**src/rtl/gemm_tile_engine_pkg.sv**
```systemverilog
// Shared configuration for the GEMM tile engine: default geometry and FSM state encoding.
package gemm_tile_engine_pkg;

  localparam int GEMM_N          = 4;
  localparam int GEMM_DATA_WIDTH = 8;
  localparam int GEMM_ACC_WIDTH  = 2*GEMM_DATA_WIDTH + $clog2(GEMM_N);

  typedef enum logic [1:0] {
    ST_IDLE    = 2'd0,
    ST_COMPUTE = 2'd1,
    ST_OUT     = 2'd2
  } gemm_state_e;

endpackage

```
**src/rtl/gemm_mac_lane.sv**
```systemverilog
// One output-column MAC lane: extend, multiply, accumulate over the inner dimension.
// acc already includes the current cycle's product so the owner can latch a row total on the last step.
module gemm_mac_lane
  import gemm_tile_engine_pkg::*;
#(
  parameter int DATA_WIDTH = GEMM_DATA_WIDTH,
  parameter int ACC_WIDTH  = GEMM_ACC_WIDTH
) (
  input  logic                  clk,
  input  logic                  rstn,
  input  logic                  clr,
  input  logic                  en,
  input  logic                  is_signed,
  input  logic [DATA_WIDTH-1:0] a,
  input  logic [DATA_WIDTH-1:0] b,
  output logic [ACC_WIDTH-1:0]  acc
);

  logic [ACC_WIDTH-1:0] a_ext;
  logic [ACC_WIDTH-1:0] b_ext;
  logic [ACC_WIDTH-1:0] prod;
  logic [ACC_WIDTH-1:0] acc_q;

  // Products are only needed modulo 2^ACC_WIDTH, so multiplying the extended operands suffices.
  always_comb begin
    a_ext = is_signed ? {{(ACC_WIDTH-DATA_WIDTH){a[DATA_WIDTH-1]}}, a}
                      : {{(ACC_WIDTH-DATA_WIDTH){1'b0}}, a};
    b_ext = is_signed ? {{(ACC_WIDTH-DATA_WIDTH){b[DATA_WIDTH-1]}}, b}
                      : {{(ACC_WIDTH-DATA_WIDTH){1'b0}}, b};
    prod  = a_ext * b_ext;
    acc   = acc_q + (en ? prod : '0);
  end

  always_ff @(posedge clk or negedge rstn) begin
    if (!rstn)     acc_q <= '0;
    else if (clr)  acc_q <= '0;
    else if (en)   acc_q <= acc;
  end

endmodule

```
**src/rtl/gemm_tile_engine.sv**
```systemverilog
// N x N tile GEMM with K-tile accumulation in a partial-sum buffer and a backpressured row output.
// One row of C is built per N cycles using N parallel lanes, one per output column.
module gemm_tile_engine
  import gemm_tile_engine_pkg::*;
#(
  parameter int N          = GEMM_N,
  parameter int DATA_WIDTH = GEMM_DATA_WIDTH,
  parameter int ACC_WIDTH  = 2*DATA_WIDTH + $clog2(N)
) (
  input  logic                       clk,
  input  logic                       rstn,
  input  logic                       in_valid,
  output logic                       in_ready,
  input  logic [N*N*DATA_WIDTH-1:0]  in_a,
  input  logic [N*N*DATA_WIDTH-1:0]  in_b,
  input  logic                       in_first,
  input  logic                       in_last,
  input  logic                       in_signed,
  output logic                       out_valid,
  input  logic                       out_ready,
  output logic [N*ACC_WIDTH-1:0]     out_row,
  output logic                       out_last,
  output logic                       busy
);

  localparam int            CW       = (N > 1) ? $clog2(N) : 1;
  localparam logic [CW-1:0] IDX_LAST = CW'(N-1);

  gemm_state_e state_q, state_d;

  logic [CW-1:0]               row_q, j_q, orow_q;
  logic [N*N*DATA_WIDTH-1:0]   a_q, b_q;
  logic                        first_q, last_q, signed_q;
  logic [ACC_WIDTH-1:0]        psum_q [N][N];
  logic [DATA_WIDTH-1:0]       a_el [N][N];
  logic [DATA_WIDTH-1:0]       b_el [N][N];
  logic [ACC_WIDTH-1:0]        lane_acc [N];
  logic                        accept, row_done, mac_en, out_fire;

  always_comb begin
    for (int r = 0; r < N; r++) begin
      for (int c = 0; c < N; c++) begin
        a_el[r][c] = a_q[(N*N-1-(r*N+c))*DATA_WIDTH +: DATA_WIDTH];
        b_el[r][c] = b_q[(N*N-1-(r*N+c))*DATA_WIDTH +: DATA_WIDTH];
      end
    end
  end

  always_comb begin
    state_d   = state_q;
    in_ready  = 1'b0;
    out_valid = 1'b0;
    case (state_q)
      ST_IDLE: begin
        in_ready = 1'b1;
        if (in_valid) state_d = ST_COMPUTE;
      end
      ST_COMPUTE: begin
        if (j_q == IDX_LAST && row_q == IDX_LAST) state_d = last_q ? ST_OUT : ST_IDLE;
      end
      ST_OUT: begin
        out_valid = 1'b1;
        if (out_ready && orow_q == IDX_LAST) state_d = ST_IDLE;
      end
      default: state_d = ST_IDLE;
    endcase
  end

  always_comb begin
    accept   = in_valid && in_ready;
    mac_en   = (state_q == ST_COMPUTE);
    row_done = mac_en && (j_q == IDX_LAST);
    out_fire = out_valid && out_ready;
    busy     = (state_q != ST_IDLE);
    out_last = (state_q == ST_OUT) && (orow_q == IDX_LAST);
    for (int k = 0; k < N; k++) begin
      out_row[(N-1-k)*ACC_WIDTH +: ACC_WIDTH] = (state_q == ST_OUT) ? psum_q[orow_q][k] : '0;
    end
  end

  always_ff @(posedge clk or negedge rstn) begin
    if (!rstn) state_q <= ST_IDLE;
    else       state_q <= state_d;
  end

  always_ff @(posedge clk or negedge rstn) begin
    if (!rstn) begin
      row_q    <= '0;
      j_q      <= '0;
      orow_q   <= '0;
      a_q      <= '0;
      b_q      <= '0;
      first_q  <= 1'b0;
      last_q   <= 1'b0;
      signed_q <= 1'b0;
    end else if (accept) begin
      row_q    <= '0;
      j_q      <= '0;
      orow_q   <= '0;
      a_q      <= in_a;
      b_q      <= in_b;
      first_q  <= in_first;
      last_q   <= in_last;
      signed_q <= in_signed;
    end else begin
      if (row_done) begin
        j_q   <= '0;
        row_q <= row_q + CW'(1);
      end else if (mac_en) begin
        j_q <= j_q + CW'(1);
      end
      if (out_fire) orow_q <= orow_q + CW'(1);
    end
  end

  // first=1 discards whatever the previous accumulation left in this row.
  always_ff @(posedge clk or negedge rstn) begin
    if (!rstn) begin
      for (int r = 0; r < N; r++)
        for (int k = 0; k < N; k++)
          psum_q[r][k] <= '0;
    end else if (row_done) begin
      for (int k = 0; k < N; k++)
        psum_q[row_q][k] <= lane_acc[k] + (first_q ? '0 : psum_q[row_q][k]);
    end
  end

  for (genvar k = 0; k < N; k++) begin : g_lane
    gemm_mac_lane #(
      .DATA_WIDTH (DATA_WIDTH),
      .ACC_WIDTH  (ACC_WIDTH)
    ) u_lane (
      .clk       (clk),
      .rstn      (rstn),
      .clr       (row_done),
      .en        (mac_en),
      .is_signed (signed_q),
      .a         (a_el[row_q][j_q]),
      .b         (b_el[j_q][k]),
      .acc       (lane_acc[k])
    );
  end

endmodule

```
**config.mk**
```make
export PLATFORM = sky130hd
export DESIGN_NAME = gemm_tile_engine
export DESIGN_NICKNAME = d
export VERILOG_FILES = /design/src/rtl/gemm_tile_engine_pkg.sv /design/src/rtl/gemm_mac_lane.sv /design/src/rtl/gemm_tile_engine.sv
export SDC_FILE = /design/constraint.sdc
export NUM_CORES = 2
export LEC_CHECK = 0
export BUFFER_PORTS_ARGS = -buffer_cell sky130_fd_sc_hd__buf_4
export CAP_MARGIN = 30
export CORE_ASPECT_RATIO = 1.2
export CORE_MARGIN = 10
export CORE_UTILIZATION = 55
export DETAILED_ROUTE_END_ITERATION = 16
export GPL_ROUTABILITY_DRIVEN = 0
export GPL_TIMING_DRIVEN = 0
export HOLD_SLACK_MARGIN = 0.06
export PLACE_DENSITY_LB_ADDON = 0.05
export SLEW_MARGIN = 40
export SYNTH_ARGS = -nofsm -noshare
export SYNTH_HDL_FRONTEND = slang
export SYNTH_SLANG_ARGS = --single-unit
```
**constraint.sdc**
```tcl
create_clock -name clk -period 9.15 [get_ports clk]
set_input_delay 0.4575 -clock clk [delete_from_list [all_inputs] [get_ports clk]]
set_output_delay 0.4575 -clock clk [all_outputs]
set_load 0.02 [all_outputs]
```
Yosys cells after proc, flatten, opt, wreduce, memory -nomap -nowiden

Cells that the tools add are included.
W data, S select, Z words.

Register bits after elaboration: 627
Input port bits: 263
Logic and storage cells: 139

Add/sub/neg operators: 11
$mul: 4
$lt $le $gt $ge: 4
Eq/ne operators: 8
Mux-type cells: 66
Bitwise logic cells: 3
Reductions and logical operators: 14

Operator list:

| operator              | count |
|---|---|
| $bwmux W288           | 4 |
| $demux W72 S2         | 4 |
| $mux W18              | 26 |
| $mux W72              | 5 |
| $bmux W72 S2          | 2 |
| $add A18 B18 Y18      | 8 |
| $bmux W32 S2          | 2 |
| $mux W32              | 4 |
| $mul A18 B18 Y18      | 4 |
| $mux W54              | 1 |
| $mux W36              | 1 |
| $mux W2               | 11 |
| $bmux W8 S2           | 1 |
| $mux W8               | 2 |
| $ge A3 B3 Y1 const B  | 3 |
| $not A2 Y3            | 3 |
| $eq A2 B2 Y1 const B  | 4 |
| $reduce_bool A2 Y1    | 4 |
| $logic_and A1 B1 Y1   | 7 |
| $add A2 B1 Y2 const B | 3 |
| $ne A2 B2 Y1 const B  | 3 |
| $pmux W2 S3           | 1 |
| $lt A3 B1 Y1 const B  | 1 |
| $reduce_and A3 Y1     | 1 |
| 4 further kinds       | 5 |

Logic depth before layout (Yosys ltp)

Word-level depth: 16
Mapped depth: 43

Modules after synthesis

From an unflattened synthesis, not the netlist that was laid out.

Cell total of the unflattened synthesis: 4971
Area, all modules: 52200.1 sq um

Modules (own cells, without submodules):

| module                            | instances | cells each | area an instance (sq um) | seq. area each (sq um) |
|---|---|---|---|---|
| gemm_tile_engine                  | 1         | 2411       | 29359.4                  | 13888.3 |
| gemm_mac_lane at g_lane[0].u_lane | 1         | 654        | 5760.5                   | 450.4 |
| gemm_mac_lane at g_lane[3].u_lane | 1         | 637        | 5699.2                   | 450.4 |
| gemm_mac_lane at g_lane[1].u_lane | 1         | 638        | 5690.5                   | 450.4 |
| gemm_mac_lane at g_lane[2].u_lane | 1         | 631        | 5690.5                   | 450.4 |

Least setup slack after synthesis

No wires, ideal clock.

Path kind: flip-flop to flip-flop
Start point: register row_q[0]
End point: register psum_q[161] (netlist bit)
Arrival: 9.343 ns
Path slack: -0.327 ns
Stages on the path, launching flop included: 36
Cell sequence: dfrtp_1 buf_6 buf_2 buf_1 mux4_2 mux2_2 o21ai_1 clkbuf_1 nor2_1 fa_1 inv_1 fa_1 inv_1 fa_1 inv_1 fa_1 inv_1 fa_1 inv_1 fa_1 inv_1 ha_1 nand3_1 a21oi_1 nor3_1 xor2_1 nor2_1 ha_1 and3_1 a211oi_1 xnor2_1 ha_1 o41ai_1 xnor3_1 xnor2_1 o21ai_1

Cells in the longest elaborated chain, start to end: 16
Elaborated cells on any way between the ends: 43

Ends and longest elaborated chain:

| item                                         | RTL line                                         | RTL |
|---|---|---|
| from (decl)                                  | gemm_tile_engine.sv:31                           | `logic [CW-1:0] row_q, j_q, orow_q;` |
| from (signal assigned)                       | gemm_tile_engine.sv:108                          | `row_q <= row_q + CW'(1);` |
| $not A2 Y3 (*)                               | gemm_tile_engine.sv:124, gemm_tile_engine.sv:138 |  |
| $bmux W32 S2                                 | gemm_tile_engine.sv:138                          | `.a (a_el[row_q][j_q]),` |
| $mux W32 (not written as such) (2 in series) | gemm_tile_engine.sv:138                          |  |
| $bmux W8 S2                                  | gemm_tile_engine.sv:138                          |  |
| $mux W8 (not written as such) (2 in series)  | gemm_tile_engine.sv:138                          |  |
| $mux W18                                     | gemm_mac_lane.sv:26                              | `a_ext = is_signed ? {{(ACC_WIDTH-DATA_WIDTH){a[DATA_WIDTH-1]}}, a}` |
| $mul A18 B18 Y18                             | gemm_mac_lane.sv:30                              | `prod = a_ext * b_ext;` |
| $mux W18                                     | gemm_mac_lane.sv:31                              | `acc = acc_q + (en ? prod : '0);` |
| $add A18 B18 Y18                             | gemm_mac_lane.sv:31                              |  |
| $add A18 B18 Y18                             | gemm_tile_engine.sv:124                          | `psum_q[row_q][k] <= lane_acc[k] + (first_q ? '0 : psum_q[row_q][k]);` |
| $bwmux W288 (3 in series)                    | gemm_tile_engine.sv:124                          |  |
| $bwmux W288 (*)                              | gemm_tile_engine.sv:124                          |  |
| to (signal, indexed assignment)              | gemm_tile_engine.sv:124                          |  |
| to (decl)                                    | gemm_tile_engine.sv:34                           | `logic [ACC_WIDTH-1:0] psum_q [N][N];` |

Mark *: on every way between the ends. The rest lies on a longest branch, timed or not. The select of a mux whose other input is x is not followed.
A chain may end at the register's enable or synchronous reset.

Final worst setup path

Ends and elaborated chain as after synthesis.

==> qor.yml <==
relSlewSlack: 0.413
wirelength_mm: 168
final.fill_count: 6988
ys_seq_elements: 627
grt_max_degree: 113
clk_pin_slew_ns: 0.06
finClkSkew_ns: 0.0331
postSynthAreaPerCell_um2: 10.4
vias: 40500
yosys_warnings: 0
yosys.area.top_type_share: 0.308
htreeDepth: 3
die_area_mm2: 0.105
synth_edf_count: 0
grt_usage: 0.312
die_x_um: 298
ys_types: 71
antenna_found_initial: 10
grt_pass1_vias: 42400
async_reset_ff_frac: 1.00
min_delay_path_depth: 2
endpoint_kind: "flop"
clockRootBuffer: "clkbuf_16"
synth_ff_type: "dfrtp_1"
drive_gt1_frac: 0.262
tightest_slew_ns: 0.881
cp.required_ns: 9.64
multi_input_area_mm2: 0.0339
syn2layout_area_growth_pct: 24.8
drv_slew: 0
yosys-top-cells-count: "682 x inv_1, 627 x dfrtp_1, 425 x nand2_1"
place_hpwl_mm: 124
final_nets: 6674
grt_pass1_wl_mm: 253
setup_viol: 0
die_y_um: 354
clkLatencyLatePin_ns: 0.64
clock_path_buffers: 3
fmax_mhz: 110
initial_core_util: 0.553
cpMaxStageDelayCell: "fa_1"
ios: 339
fin_area_mm2: 0.0637
port_buffers: 338
drc: 0
slowest_delay_ns: 0.54
num_rows: 122
final_core_util: 0.691
cts_tree: "built"
criticalPathCategory: "flop to flop"
overflow: 0
cp_max_fo: 8
wl_per_cell_um: 24.1
drt_iter0_drc: 2962
dpl-instance-area_mm2: 0.0554
hold_ws_ns: 0.0762
synth_most_common_cell: "inv_1"
crit_path_start_kind: "flop"
synth_area_leaders: "dfrtp_1 31%, fa_1 15%, ha_1 8.5%, mux4_2 8.2%, mux2_2 6.8%"
numCtsBuffers: 72
min_period_ns: 9.05
netlist_instances: 4892
core-area_mm2: 0.0922
yosys.area.top_type: "dfrtp_1"
regArea_mm2: 0.0157
ys_seq_area_frac: 0.308
rr_worst_depth: 37
maxCapViolCount: 0
status: "finished, final reports clean"
first_pass_iters: 6
rsz0062_at_grt: "yes"
hp-class: "primary input to flop"
final_antenna_net_count: 0
netlist_area_mm2: 0.0510
hold_violations: 0
cp.arrival_ns: 9.55
timing.final.crit_share: 0.989
via_per_inst: 5.80
cts.sinks: 627
syn_nets: 5889
cells in the final DEF (no fill, tap or decap), drive strengths merged, types with 28 or more instances in the layout:
cell and instances:
ha 346, dfrtp 627, inv 684, or2 36
xor2 54, nor3 30, mux2 310, clkbuf 269
nor2 335, fa 388, a21oi 134, nand2b 28
buf 511, nand2 425, and2 113, dlygate4sd3 245
a21o 43, nor2b 96, mux4 186, o21ai 338
a22o 64, o21bai 36, xnor2 157, mux2i 39
kinds of logic (layout without fill, tap and decap cells):
family,after synthesis,in the layout,share of synthesized area
xor gates and xnor gates,220,220,0.0405
other,0,11,0
and+or+nand+nor,1142,1142,0.102
muxes,535,535,0.158
DFF,627,627,0.308
buffers and inverters,897,1733,0.0663
AOI/OAI and AO/OA,737,737,0.0883
adders and majority gates,734,734,0.237
worst max-delay path, delay by kind of cell (launching register included):
family | cells | cell delay, ns
AO/OA/AOI/OAI | 11 | 2.23
XOR/XNOR | 3 | 0.74
adder cells (fa/ha/maj) | 8 | 2.97
buffers and inverters | 8 | 0.99
flip-flops | 1 | 0.41
multiplexers | 2 | 0.82
AND/OR/NAND/NOR | 5 | 0.73
flip-flops by register name, indices dropped and copies added (netlist names):
name,flops
signed_q,1
first_q,1
a_el,128
row_q,2
b_el,128
orow_q,2
j_q,2
state_q,2
psum_q,288
last_q,1
g_lane.u_lane.acc_q,72
per-layer routing:
layer / up-vias / part of all wire / global-route usage
li1: 17900 / - / -
met1: 20700 / 0.39 / 0.388
met2: 1476 / 0.50 / 0.527
met3: 412 / 0.057 / 0.0468
met4: 0 / 0.058 / 0.158
met5: - / 0 / 0
stage by stage:
step,setup WS (ns),TNS [ns],instances
detailed placement,-3.39,-367.19,6477
CTS,0.000935,0,6907
finish,0.0979,0,6979
floorplan,0.0308,0,4892
global route,-0.145,-1.36,6979
global placement,-4.02,-544.65,6470
path summary, 6_finish.rpt:
path / start / endpoint / slack, ns
setup / recovery: row_q[0] / psum_q[161] / 0.1
hold / removal: in_a[95] / a_el[95] / 0.08
setup reg to reg: row_q[0] / psum_q[161] / 0.1
hold reg to reg: g_lane[1].u_lane.acc_q[0] / g_lane[1].u_lane.acc_q[0] / 0.47
max in group asynchronous: rstn / signed_q / 6.52
min in group asynchronous: rstn / psum_q[118] / 0.36
cell type report:
type	instances	area share
buffer	214	0.0201
multi-input combinational	3368	0.532
sequential	627	0.246
timing repair buffer	712	0.0990
antenna	11	0.000432
clock buffer	100	0.0326
tap	1240	0.0244
inverter	682	0.0403
clock inverter	25	0.00513
what timing repair did:
| action | in CTS | in global routing |
|---|---|---|
| pin swaps | 49 | 165 |
| resized for setup | 218 | 293 |
| setup buffers | 59 | 58 |
| cloned | 2 | 2 |
| hold buffers | 245 | 0 |
| endpoints found under the hold margin | 316 | 0 |
| endpoints found under the setup margin | 240 | 81 |
Power is left out: the tool's default activity adds up to more than one toggle a clock period on the data nets, which glitch-free logic cannot reach.
